### src/rtl/crc32_pkg.sv
// ---------------------------------------------------------------------------
// crc32_pkg
// Shared constants, the control state type and the single-byte CRC step for
// the CRC-32/MPEG-2 stream engine (polynomial 0x04C11DB7, non-reflected,
// bit 7 of every byte shifted in first).
// ---------------------------------------------------------------------------
package crc32_pkg;

    localparam logic [31:0] CRC32_POLY         = 32'h04C11DB7;
    localparam logic [31:0] CRC32_INIT_DEFAULT = 32'hFFFFFFFF;
    // Register value left behind when a frame is followed by its own CRC,
    // most significant byte first.
    localparam logic [31:0] CRC32_RESIDUE      = 32'h00000000;

    typedef enum logic [1:0] {
        ST_IDLE = 2'd0,
        ST_RUN  = 2'd1,
        ST_HOLD = 2'd2
    } crc32_state_t;

    // Fold one byte into the running CRC, MSB of the byte first.
    function automatic logic [31:0] crc32_byte(input logic [31:0] crc,
                                               input logic [7:0]  data_byte);
        logic [31:0] c;
        c = crc ^ {data_byte, 24'h000000};
        for (int i = 0; i < 8; i++) begin
            c = c[31] ? ((c << 1) ^ CRC32_POLY) : (c << 1);
        end
        return c;
    endfunction

endpackage

### src/rtl/crc32_lane_fold.sv
// ---------------------------------------------------------------------------
// crc32_lane_fold
// Combinational fold of up to DATA_W/8 byte lanes into a CRC. Lane 0
// (data[7:0]) is folded first; lanes at or above lane_cnt pass the CRC
// through untouched.
// Ports:
//   crc_in   in  32        CRC before this beat
//   data     in  DATA_W    beat data, lane 0 in the low byte
//   lane_cnt in  CNT_W     number of low lanes to fold (0..DATA_W/8)
//   crc_out  out 32        CRC after folding
// ---------------------------------------------------------------------------
module crc32_lane_fold
    import crc32_pkg::*;
#(
    parameter int DATA_W = 32,
    parameter int CNT_W  = 3
) (
    input  logic [31:0]       crc_in,
    input  logic [DATA_W-1:0] data,
    input  logic [CNT_W-1:0]  lane_cnt,
    output logic [31:0]       crc_out
);

    localparam int LANES = DATA_W / 8;

    always_comb begin
        crc_out = crc_in;
        for (int i = 0; i < LANES; i++) begin
            if (i < int'(lane_cnt)) begin
                crc_out = crc32_byte(crc_out, data[8*i +: 8]);
            end
        end
    end

endmodule

### src/rtl/crc32_stream.sv
// ---------------------------------------------------------------------------
// crc32_stream
// Streaming CRC-32/MPEG-2 engine. Accepts one DATA_W-bit beat per cycle,
// folds all lanes of ordinary beats and the kept lanes of the last beat, and
// presents the result one cycle after the last beat with a valid/ready
// handshake. Input is stalled while a result is waiting.
// Ports:
//   clk, rst            clock, synchronous active-high reset
//   in_valid/in_ready   input beat handshake
//   in_data             beat data, lane 0 = in_data[7:0] folded first
//   in_keep             lane enables, only honoured on the last beat
//   in_last             marks the final beat of a frame
//   crc_valid/crc_ready result handshake
//   crc_out             register XOR XOROUT
//   crc_ok              residue check, only built with
//                       `define CRC32_STREAM_RESIDUE_CHECK_EN (else tied 0)
// ---------------------------------------------------------------------------
module crc32_stream
    import crc32_pkg::*;
#(
    parameter int          DATA_W = 32,
    parameter logic [31:0] INIT   = CRC32_INIT_DEFAULT,
    parameter logic [31:0] XOROUT = 32'h00000000
) (
    input  logic                clk,
    input  logic                rst,
    input  logic                in_valid,
    output logic                in_ready,
    input  logic [DATA_W-1:0]   in_data,
    input  logic [DATA_W/8-1:0] in_keep,
    input  logic                in_last,
    output logic                crc_valid,
    input  logic                crc_ready,
    output logic [31:0]         crc_out,
    output logic                crc_ok
);

    localparam int LANES = DATA_W / 8;
    localparam int CNT_W = $clog2(LANES + 1);

    crc32_state_t     state_q, state_d;
    logic [31:0]      crc_q, crc_d;
    logic [CNT_W-1:0] lane_cnt;
    logic [31:0]      fold_seed;
    logic [31:0]      fold_res;
    logic             accept;

    // Handshake outputs are forced low while reset is held so nothing is
    // accepted or presented during the reset cycle itself.
    assign in_ready  = !rst && (state_q != ST_HOLD);
    assign crc_valid = !rst && (state_q == ST_HOLD);
    assign accept    = in_valid && in_ready;
    assign crc_out   = crc_q ^ XOROUT;

    // in_keep is contiguous from lane 0, so its population count is the
    // number of lanes to fold.
    always_comb begin
        lane_cnt = CNT_W'(LANES);
        if (in_last) begin
            lane_cnt = '0;
            for (int i = 0; i < LANES; i++) begin
                lane_cnt = lane_cnt + CNT_W'(in_keep[i]);
            end
        end
    end

    // A frame's first beat starts from INIT rather than the stale register.
    assign fold_seed = (state_q == ST_IDLE) ? INIT : crc_q;

    crc32_lane_fold #(
        .DATA_W (DATA_W),
        .CNT_W  (CNT_W)
    ) u_fold (
        .crc_in   (fold_seed),
        .data     (in_data),
        .lane_cnt (lane_cnt),
        .crc_out  (fold_res)
    );

    always_comb begin
        state_d = state_q;
        crc_d   = crc_q;
        case (state_q)
            ST_IDLE, ST_RUN: begin
                if (accept) begin
                    crc_d   = fold_res;
                    state_d = in_last ? ST_HOLD : ST_RUN;
                end
            end
            ST_HOLD: begin
                if (crc_ready) begin
                    state_d = ST_IDLE;
                end
            end
            default: state_d = ST_IDLE;
        endcase
    end

    always_ff @(posedge clk) begin
        if (rst) begin
            state_q <= ST_IDLE;
            crc_q   <= INIT;
        end else begin
            state_q <= state_d;
            crc_q   <= crc_d;
        end
    end

`ifdef CRC32_STREAM_RESIDUE_CHECK_EN
    assign crc_ok = crc_valid && (crc_q == CRC32_RESIDUE);
`else
    assign crc_ok = 1'b0;
`endif

endmodule
### config.mk
export PLATFORM = sky130hd
export DESIGN_NAME = crc32_stream
export DESIGN_NICKNAME = d
export VERILOG_FILES = /design/src/rtl/crc32_pkg.sv /design/src/rtl/crc32_lane_fold.sv /design/src/rtl/crc32_stream.sv
export SDC_FILE = /design/constraint.sdc
export NUM_CORES = 1
export LEC_CHECK = 0
export ABC_AREA = 0
export BUFFER_PORTS_ARGS = -buffer_cell sky130_fd_sc_hd__buf_2
export CAP_MARGIN = 5
export CORE_ASPECT_RATIO = 0.75
export CORE_MARGIN = 10
export CORE_UTILIZATION = 30
export CTS_CLUSTER_DIAMETER = 50
export DETAILED_ROUTE_END_ITERATION = 10
export PLACE_DENSITY = 0.43
export SLEW_MARGIN = 20
export SYNTH_ARGS = -nofsm -noshare
export SYNTH_HDL_FRONTEND = slang
export SYNTH_SLANG_ARGS = --single-unit
### constraint.sdc
create_clock -name clk -period 12.2 [get_ports clk]
set_input_delay 1.83 -clock clk [delete_from_list [all_inputs] [get_ports clk]]
set_output_delay 1.83 -clock clk [all_outputs]
set_load 0.005 [all_outputs]
* Yosys cells after proc, flatten, opt, wreduce, memory -nomap -nowiden
Index checks and enable logic that the tools add are counted.
** Storage, ports and cells
- Register bits after elaboration :: 34
- Input port bits :: 41
- Output and inout port bits :: 35
- Word-level logic and storage cells :: 100
** Cells by class
- Add/subtract/negate cells :: 3
- Magnitude comparators :: 4
- Eq/ne operators :: 5
- Multiplexer cells :: 42
- Bitwise gates (word level) :: 36
- Reductions and logical operators :: 8
** Operator list (count)
- 27-bit 2-to-1 mux :: 32
- 14-bit inverter :: 32
- 32-bit 2-to-1 mux :: 5
- 32-bit bitwise XOR :: 4
- 1-bit by 3-bit < comparator with 1-bit output, first input constant :: 2
- 2-bit by 3-bit < comparator with 1-bit output, first input constant :: 2
- 2-bit 2-to-1 mux :: 3
- 2-bit inequality test, second input constant :: 3
- 2-bit one-hot mux with 2 select lines :: 1
- 2-bit AND reduction :: 2
- 2-bit by 1-bit adder with 3-bit output :: 1
- 3-bit by 1-bit adder with 3-bit output :: 1
- 1-bit logical AND :: 3
- 3-bit 2-to-1 mux :: 1
- 1-bit by 1-bit adder with 2-bit output :: 1
- 2-bit by 1-bit equality test with 1-bit output, second input constant :: 1
- 2-bit equality test, second input constant :: 1
- 2-bit zero test :: 1
- 2-bit OR reduction :: 1
- 1-bit zero test :: 1

* Logic depth before layout (Yosys ltp)
Gate-level depths: netlist (run 1).
- Depth in word-level cells :: 74
- Mapped depth :: 22
- Mapped depth without buffers :: 19

* Modules after synthesis
From an unflattened synthesis (run 1), not the netlist that was laid out.
** Unflattened totals
- Cells, all modules :: 768
- Area total of the unflattened synthesis :: 6960.4 um^2
** By module, submodules not included
- crc32_lane_fold :: instances 1, cells an instance 569, area each 5276.3 um^2
- crc32_stream :: instances 1, cells an instance 199, area each 1684.1 um^2

* Worst setup path after synthesis (run 1)
No wires, ideal clock.
- Kind :: input port to flip-flop
- From :: in in_keep[0]
- To :: reg crc_q[11] (netlist: crc_out[11])
- Setup time :: 0.116 ns
- Arrival time :: 7.166 ns
- Data required time :: 12.084 ns
- Slack :: 4.918 ns
- Cell stages on the path :: 21
- Buffers on the path :: 2
- Cells stage by stage :: fa_1 ha_1 ha_1 or4b_1 buf_2 nor2_1 nor4_1 or3b_1 clkbuf_1 a221oi_1 a22oi_4 xnor2_2 mux2i_2 xnor3_1 xor2_1 mux2i_4 xnor2_1 xor2_1 xnor2_1 mux2i_1 nor2_1
** On the way
- Cells in the longest elaborated chain, start to end :: 42
** RTL lines
- from (decl) :: line crc32_stream.sv:30 : input logic [DATA_W/8-1:0] in_keep,
- 1-bit by 1-bit adder with 2-bit output * :: line crc32_stream.sv:62 : lane_cnt = lane_cnt + CNT_W'(in_keep[i]);
- 2-bit by 1-bit adder with 3-bit output * :: line crc32_stream.sv:62
- 3-bit by 1-bit adder with 3-bit output * :: line crc32_stream.sv:62
- 3-bit 2-to-1 mux * :: line crc32_stream.sv:59 : if (in_last) begin
- 1-bit by 3-bit < comparator with 1-bit output :: line crc32_lane_fold.sv:29 : if (i < int'(lane_cnt)) begin
- 32-bit 2-to-1 mux :: line crc32_lane_fold.sv:29
- 32-bit bitwise XOR :: line crc32_pkg.sv:25 : c = crc ^ {data_byte, 24'h000000};
- 27-bit 2-to-1 mux (2 in series) :: line crc32_pkg.sv:27 : c = c[31] ? ((c << 1) ^ CRC32_POLY) : (c << 1);
- [24 not listed]
- 27-bit 2-to-1 mux :: line crc32_pkg.sv:27
- 14-bit inverter (no source line)
- 27-bit 2-to-1 mux (2 in series) :: line crc32_pkg.sv:27
- 14-bit inverter (no source line)
- 27-bit 2-to-1 mux :: line crc32_pkg.sv:27
- 14-bit inverter (no source line)
- 27-bit 2-to-1 mux :: line crc32_pkg.sv:27
- 32-bit 2-to-1 mux * :: line crc32_lane_fold.sv:29
- to (signal assigned) :: line crc32_stream.sv:105 : crc_q <= crc_d;
- to (decl) :: line crc32_stream.sv:42 : logic [31:0] crc_q, crc_d;
Mark *: on every way between the ends. The rest lies on a longest branch, timed or not.
A chain may end at the register's enable or synchronous reset.

* Worst setup path after layout (run 1)
- From :: in in_keep[0]
- To :: reg crc_q[17] (netlist: crc_out[17])
** On the way
- Cells in the longest elaborated chain, start to end :: 42
** RTL lines (line)
- 1-bit by 1-bit adder with 2-bit output * :: crc32_stream.sv:62
- 2-bit by 1-bit adder with 3-bit output * :: crc32_stream.sv:62
- 3-bit by 1-bit adder with 3-bit output * :: crc32_stream.sv:62
- 3-bit 2-to-1 mux * :: crc32_stream.sv:59
- 1-bit by 3-bit < comparator with 1-bit output :: crc32_lane_fold.sv:29
- 32-bit 2-to-1 mux :: crc32_lane_fold.sv:29
- 32-bit bitwise XOR :: crc32_pkg.sv:25
- 14-bit inverter (no source line)
- [22 not listed]
- 27-bit 2-to-1 mux :: crc32_pkg.sv:27
- 14-bit inverter (no source line)
- 27-bit 2-to-1 mux :: crc32_pkg.sv:27
- 14-bit inverter (no source line)
- 27-bit 2-to-1 mux (4 in series) :: crc32_pkg.sv:27
- 14-bit inverter (no source line)
- 27-bit 2-to-1 mux (2 in series) :: crc32_pkg.sv:27
- 32-bit 2-to-1 mux * :: crc32_lane_fold.sv:29
Marks and branches as above.

==> results of run 1 <==
## final cells by class
cell class,count,share of cell area (%)
Sequential cell,34,8.583
Tap cell,306,4.828
Clock buffer,6,1.625
Inverter,1,0.04733
Timing Repair Buffer,86,5.806
Clock inverter,2,0.4733
Multi-Input combinational cell,782,78.64
## cell usage in the layout, fill, tap and decap left out, types with 5 or more instances in the layout
master     netlist  final
a21oi_1         55     54
a221oi_1         9      9
a31oi_1          7      7
and2_1           9      9
buf_2           15     74
buf_4           11     12
clkbuf_16        0      5
dfxtp_1         34     34
mux2i_1         13     13
nand2_1         51     51
nand2b_1         9      8
nand3_1          5      5
nor2_1          97     96
nor2b_1          7      7
nor3_1          31     31
o211ai_1         9      9
o21a_1           9      9
o21ai_0         63     63
o21ai_1          7      7
o22ai_1         10     10
or3_1           14     14
xnor2_1        150    150
xnor2_2         19     19
xnor3_1         25     25
xor2_1          65     65
xor3_1           8      8
## worst max-delay path: stages
cell and delay (ns):
buf_2 0.11, fa_1 0.46, ha_1 0.19, ha_1 0.41
or4b_2 0.69, buf_4 0.33, o221a_2 0.22, a2111oi_2 0.27
buf_4 0.26, xnor2_1 0.16, nand3_1 0.10, a31oi_1 0.42
xnor2_2 0.26, xnor3_1 0.49, xnor2_1 0.13, o21ai_1 0.46
xor2_2 0.27, xnor2_1 0.69, xnor3_1 0.53, o21ai_0 0.21
o21ai_1 0.08
## per-stage QoR
step                instance area [um^2]  hold slack [ns]  std cells  setup WS, ns
finish                              7930           0.5870       1217         3.747
global placement                    7764           0.5777       1209         3.488
detailed placement                  7764           0.5883       1209         3.476
CTS                                 7930           0.6021       1217         3.769
floorplan                           7222           0.5160        882         4.918
global route                        7930           0.6303       1217         3.409
## routing by layer
| metal | part of all wire (%) | GRT usage [%] | routed length (um) | up-vias |
|---|---|---|---|---|
| met5 | 0 | 0 | 0 | - |
| met4 | 0.97 | 2.066 | 281 | 0 |
| met3 | 5.9 | 2.472 | 1703 | 13 |
| met2 | 41 | 26.15 | 11810 | 208 |
| met1 | 53 | 28.96 | 15260 | 3168 |
| li1 | - | - | - | 3159 |
## cell families after synthesis
group                      share of synthesized area (%)
AOI/OAI and AO/OA                                  22.76
xor gates and xnor gates                           42.76
adders and majority gates                         0.6237
buffers and inverters                              4.470
DFF                                                9.425
muxes                                              3.274
other                                            0.05193
and+or+nand+nor                                    16.63
## synthesized netlist by cell type (5+ instances only)
cell,count
o21ai_0,63
xor3_1,8
buf_4,11
nor2b_1,7
mux2i_1,13
nand2_1,51
a21oi_1,55
dfxtp_1,34
o21ai_1,7
nand2b_1,9
o22ai_1,10
nor2_1,97
or3_1,14
xnor2_2,19
xnor3_1,25
nor3_1,31
o211ai_1,9
a221oi_1,9
buf_2,15
nand3_1,5
a31oi_1,7
and2_1,9
xnor2_1,150
xor2_1,65
clkbuf_1,36
o21a_1,9
## sequential cells by signal, indices dropped and copies added, names as in the netlist
| signal | flops |
|---|---|
| crc_out | 32 |
| state_q | 2 |
## how the worst max path moves through the flow
stage,to,slack [ns],start
global placement,crc_out[17],3.49,in_keep[0]
detailed placement,crc_out[17],3.48,in_keep[0]
global route,crc_out[17],3.41,in_keep[0]
floorplan,crc_out[11],4.92,in_keep[0]
CTS,crc_out[17],3.77,in_keep[0]
finish,crc_out[17],3.75,in_keep[0]
==> metrics.log, run 1 <==
[metrics] YS warnings: 0
[metrics] number of pins exceeding their max-slew limit in the final report: 0
[metrics] RR Startpoint: state_q[0]
[metrics] fraction of the core area covered by cells at the end of the flow: 33.25%
[metrics] post-synthesis async set-or-reset flop share: 0%
[metrics] hold violation total from the final report: 0
[metrics] maximum number of pins on one net before global-route repair: 92
[metrics] total number of vias: 6,548
[metrics] sort of element at the start of the critical path: primary input
[metrics] cts bufs inserted: 5
[metrics] root cell of the clock tree: clkbuf_16
[metrics] clock latency reported for the late side of the worst-skew pair: 0.28 ns
[metrics] capture point of the worst reg-to-reg path: crc_out[17]
[metrics] starting DRC count in detailed routing: 637
[metrics] total of max-cap violations: 0
[metrics] GPL Wtd Cong: 0.8938
[metrics] slew at the pin closest to its max-slew limit: 1.120 ns
[metrics] routed wire length per instance: 23.87 um
[metrics] htree depth: 2
[metrics] reg2reg path depth: 16
[metrics] Seq. cell area: 680.7 um^2
[metrics] I/O pin count: 76
[metrics] biggest fanout along the worst timing path: 56
[metrics] number of buffers added on ports: 74
[metrics] Post-Synthesis Mean Instance Area: 8.188 um^2
[metrics] dominant cell type by area after synthesis: xnor2_1
[metrics] Final period util: 69.29%
[metrics] number of fillers in the final layout: 2,530
[metrics] Max Clock Skew: 0.003405 ns
[metrics] Detailed Place HPWL: 23,220 um
[metrics] Hold Path Depth: 2
[metrics] maximum frequency from static timing analysis: 0.1183 GHz
[metrics] die extent in y: 154.4 um
[metrics] kind of critical path: primary input to register
[metrics] Die X: 199.2 um
[metrics] hold-fix buffers at CTS: 0
[metrics] number of placement rows: 49
[metrics] top post-synthesis cells by area: xnor2_1 (18%), dfxtp_1 (9.4%), xor2_1 (7.9%), xnor3_1 (7.8%), nor2_1 (5.0%)
[metrics] Syn Nets: 926
[metrics] worst hold-check path type: register to register
[metrics] number of routed nets with antenna violations: 0
[metrics] CP Capture Type: register
[metrics] number of iterations in the first detailed-routing pass: 5
[metrics] FF+latch count, synth: 34
[metrics] via count of the first global-routing pass: 6,162
[metrics] post-route setup TNS: 0 ns
[metrics] area occupied by multi-input gates: 0.006236 mm^2
[metrics] number of buffers added for setup after CTS: 0
[metrics] Relative slew margins: 24.52%
[metrics] Worst Hold Launch: crc_out[2]
[metrics] number of clock sinks: 34
[metrics] Endpoint, Worst Hold: crc_out[2]
[metrics] overall die area: 0.03074 mm^2
[metrics] clk slew on worst S/H paths: 0.06 ns
[metrics] Antenna diodes: 0
[metrics] number of enable flip-flop cells after synthesis: 0
[metrics] CTS max path bufs: 2
[metrics] overall routed net length: 29,050 um
[metrics] Arrival @ worst endpoint: 8.61 ns
[metrics] area of the mapped netlist: 0.007222 mm^2
[metrics] Residual DRC: 0
[metrics] Req. time, crit path: 12.36 ns
[metrics] combined global-route utilization of all metal layers: 18.43%
[metrics] Via density: 5.380
[metrics] share of final-layout standard cells stronger than drive strength 1: 17.45%
[metrics] worst reg2reg setup slack: 5.67 ns
[metrics] area share of the leading cell type in the synthesized netlist: 18.19%
[metrics] Starting Density: 30.28%
[metrics] CTS tree: built
[metrics] instance count of the mapped netlist: 882
[metrics] number of distinct library cell variants in the gate-level netlist after synthesis: 90
[metrics] Floorplan Core Area: 0.02385 mm^2
[metrics] most common flop cell mapped by yosys: dfxtp_1
[metrics] Final Net Count: 954
[metrics] Resized cells post-CTS: 0
[metrics] RSZ-0062 raised after global routing: false
[metrics] min cycle time layout: 8.453 ns
[metrics] wire length of the first global-routing pass: 42,410 um
[metrics] result of the run: complete, no violations
[metrics] P&R area growth vs syn: 9.806%
[metrics] final setup violation count: 0
[metrics] sequential area share after synthesis: 9.425%
[metrics] initial antenna violation count: 0
[metrics] total grt overflow: 0
Power of run 1 is left out: the tool's default activity adds up to more than one toggle a clock period on the data nets, which glitch-free logic cannot reach.
==> inputs of run 2 (changes only) <==
- PLACE_DENSITY: 0.43 -> 0.45
- clock period: 12.2 -> 7.6 ns (I/O delays scaled with it)
==> metrics.log, run 2 (synthesized netlist as in run 1, its figures left out) <==
[metrics] routed wire length per instance: 22.92 um (-4.0%)
[metrics] clk slew on worst S/H paths: 0.06 ns (about the same)
[metrics] total of max-cap violations: 0 (unchanged)
[metrics] Die X: 199.2 um (unchanged)
[metrics] Arrival @ worst endpoint: 7.43 ns (-1.18 ns)
[metrics] Detailed Place HPWL: 23,660 um (+1.9%)
[metrics] via count of the first global-routing pass: 6,513 (+5.7%)
[metrics] cts bufs inserted: 5 (unchanged)
[metrics] Final period util: 95.17%
[metrics] number of clock sinks: 34 (unchanged)
[metrics] number of flip-flops under the largest register name: 32 (unchanged)
[metrics] overall die area: 0.03074 mm^2 (unchanged)
[metrics] Floorplan Core Area: 0.02385 mm^2 (unchanged)
[metrics] critical path cell sequence: buf_2 -> fa_1 -> ha_1 -> ha_1 -> or4b_2 -> buf_4 -> and4_1 -> o31ai_2 -> and2_1 -> xnor3_1 -> xor3_1 -> mux2i_2 -> xnor2_2 -> xor3_1 -> o21ai_4 -> xor2_4 -> xnor2_2 -> xnor2_2 -> xnor2_1 -> a221oi_2
[metrics] Antenna diodes: 0 (unchanged)
[metrics] CTS max path bufs: 2 (unchanged)
[metrics] biggest fanout along the worst timing path: 15 (-73%)
[metrics] maximum number of pins on one net before global-route repair: 42 (-54%)
[metrics] GPL Wtd Cong: 0.9028 (+1.0%)
[metrics] die extent in y: 154.4 um (unchanged)
[metrics] Residual DRC: 0 (unchanged)
[metrics] hold violation total from the final report: 0 (unchanged)
[metrics] top layer used by detailed routing: met4
[metrics] family of cells with the greatest summed delay on the critical path: XOR/XNOR gates
[metrics] clock latency reported for the late side of the worst-skew pair: 0.28 ns (about the same)
[metrics] critical path's slowest cell: or4b_2
[metrics] maximum frequency from static timing analysis: 0.1383 GHz
[metrics] number of buffers added on ports: 74 (unchanged)
[metrics] overall routed net length: 28,650 um (-1.4%)
[metrics] root cell of the clock tree: clkbuf_16
[metrics] Req. time, crit path: 7.80 ns (-4.56 ns)
[metrics] worst hold-check path type: register to register
[metrics] commonest non-fill, non-tap cell in the layout: xnor2_1
[metrics] min cycle time layout: 7.233 ns
[metrics] hold-fix buffers at CTS: 0 (unchanged)
[metrics] worst-case setup slack after placement: 0.1244 ns (-3.352 ns)
[metrics] total routed wire length on the met1 layer: 14,540 um (-4.7%)
[metrics] number of pins exceeding their max-slew limit in the final report: 0 (unchanged)
[metrics] CTS tree: built
[metrics] most used cell along the critical path: xnor2_2
[metrics] RR Startpoint: state_q[1]
[metrics] met3 layer wire length in the routed design: 2365 um (+39%)
[metrics] Resized cells post-CTS: 0 (unchanged)
[metrics] commonest cells after routing, fill and taps aside: xnor2_1 (150), nor2_1 (96), buf_2 (74), xor2_1 (65), o21ai_0 (63)
[metrics] slew at the pin closest to its max-slew limit: 1.001 ns (-0.1189 ns)
[metrics] number of fillers in the final layout: 2,549 (+0.75%)
[metrics] total number of vias: 6,692 (+2.2%)
[metrics] origin of the worst setup path: in_keep[0]
[metrics] Max Clock Skew: 0.006524 ns (+0.003119 ns)
[metrics] sort of element at the start of the critical path: primary input
[metrics] met2 wire length: 11,390 um (-3.5%)
[metrics] Relative slew margins: 32.99% (+8.5 points)
[metrics] number of placement rows: 49 (unchanged)
[metrics] Starting Density: 30.28% (unchanged)
[metrics] number of buffers added for setup after CTS: 0 (unchanged)
[metrics] final setup violation count: 0 (unchanged)
[metrics] htree depth: 2 (unchanged)
[metrics] Final Net Count: 987 (+3.5%)
[metrics] number of iterations in the first detailed-routing pass: 7 (+2)
[metrics] Worst Hold Launch: crc_out[19]
[metrics] Via density: 5.354 (-0.50%)
[metrics] wire length of the first global-routing pass: 42,680 um (+0.63%)
[metrics] Worst Setup Slack, final: 0.3673 ns (-3.379 ns)
[metrics] RSZ-0062 raised after global routing: false
[metrics] I/O pin count: 76 (unchanged)
[metrics] initial antenna violation count: 0 (unchanged)
[metrics] total grt overflow: 0 (unchanged)
[metrics] number of routed nets with antenna violations: 0 (unchanged)
[metrics] starting DRC count in detailed routing: 564 (-11%)
[metrics] result of the run: complete, no violations
[metrics] combined global-route utilization of all metal layers: 18.31% (-0.12 points)
[metrics] P&R area growth vs syn: 13.62%
[metrics] kind of critical path: primary input to register
[metrics] post-route setup TNS: 0 ns (unchanged)
[metrics] largest incremental delay on the critical path: 0.90 ns (+0.21 ns)
[metrics] Crit path buffers/inverters: 2 (-1)
[metrics] share of final-layout standard cells stronger than drive strength 1: 20.44% (+3.0 points)
[metrics] CP Capture Type: register
run 2: cell types whose count changed in the layout (fill, tap and decap cells not counted), sizes merged:
cell and change:
clkinv +1, bufinv +1, clkinvlp -1, buf +33, clkbuf -1
run 2: final cells by class:
type,count,area (um^2),area share (%)
Timing Repair Buffer,119,708.2,8.631
Clock buffer,5,125.1,1.525
Multi-Input combinational cell,782,6236,76.00
Inverter,1,3.754,0.04575
Tap cell,306,382.9,4.666
Sequential cell,34,680.7,8.295
Clock inverter,3,68.82,0.8387
run 2: metal layers:
metal  track usage, %  vias up
met4            2.465        0
met2            25.48      265
met3            3.990       17
met5                0        -
li1                 -     3227
met1            28.14     3183
run 2: metrics by stage:
stage          cell area (um^2)  std cells  utilization, %  hold WS, ns
2_1_floorplan              7222        882               -       0.5160
3_3_place_gp               8011       1242           33.59       0.5896
3_5_place_dp               8011       1242           33.59       0.5939
4_1_cts                    8205       1250           34.41       0.6037
5_1_grt                    8205       1250           34.41       0.6048
6_report                   8205       1250           34.41       0.6061
run 2: final timing paths:
check | endpoint | slack, ns | cells after the start
max | crc_out[13] | 0.37 | 20
min | crc_out[19] | 0.61 | 2
max reg2reg | crc_out[23] | 1.62 | 19
min reg2reg | crc_out[19] | 0.61 | 2
run 2: worst min-delay path: stages, from the launching register on:
cell and delay, ns:
dfxtp_1 0.38, nor2_1 0.12, a221oi_1 0.05
Power of run 2 is left out for the same reason.
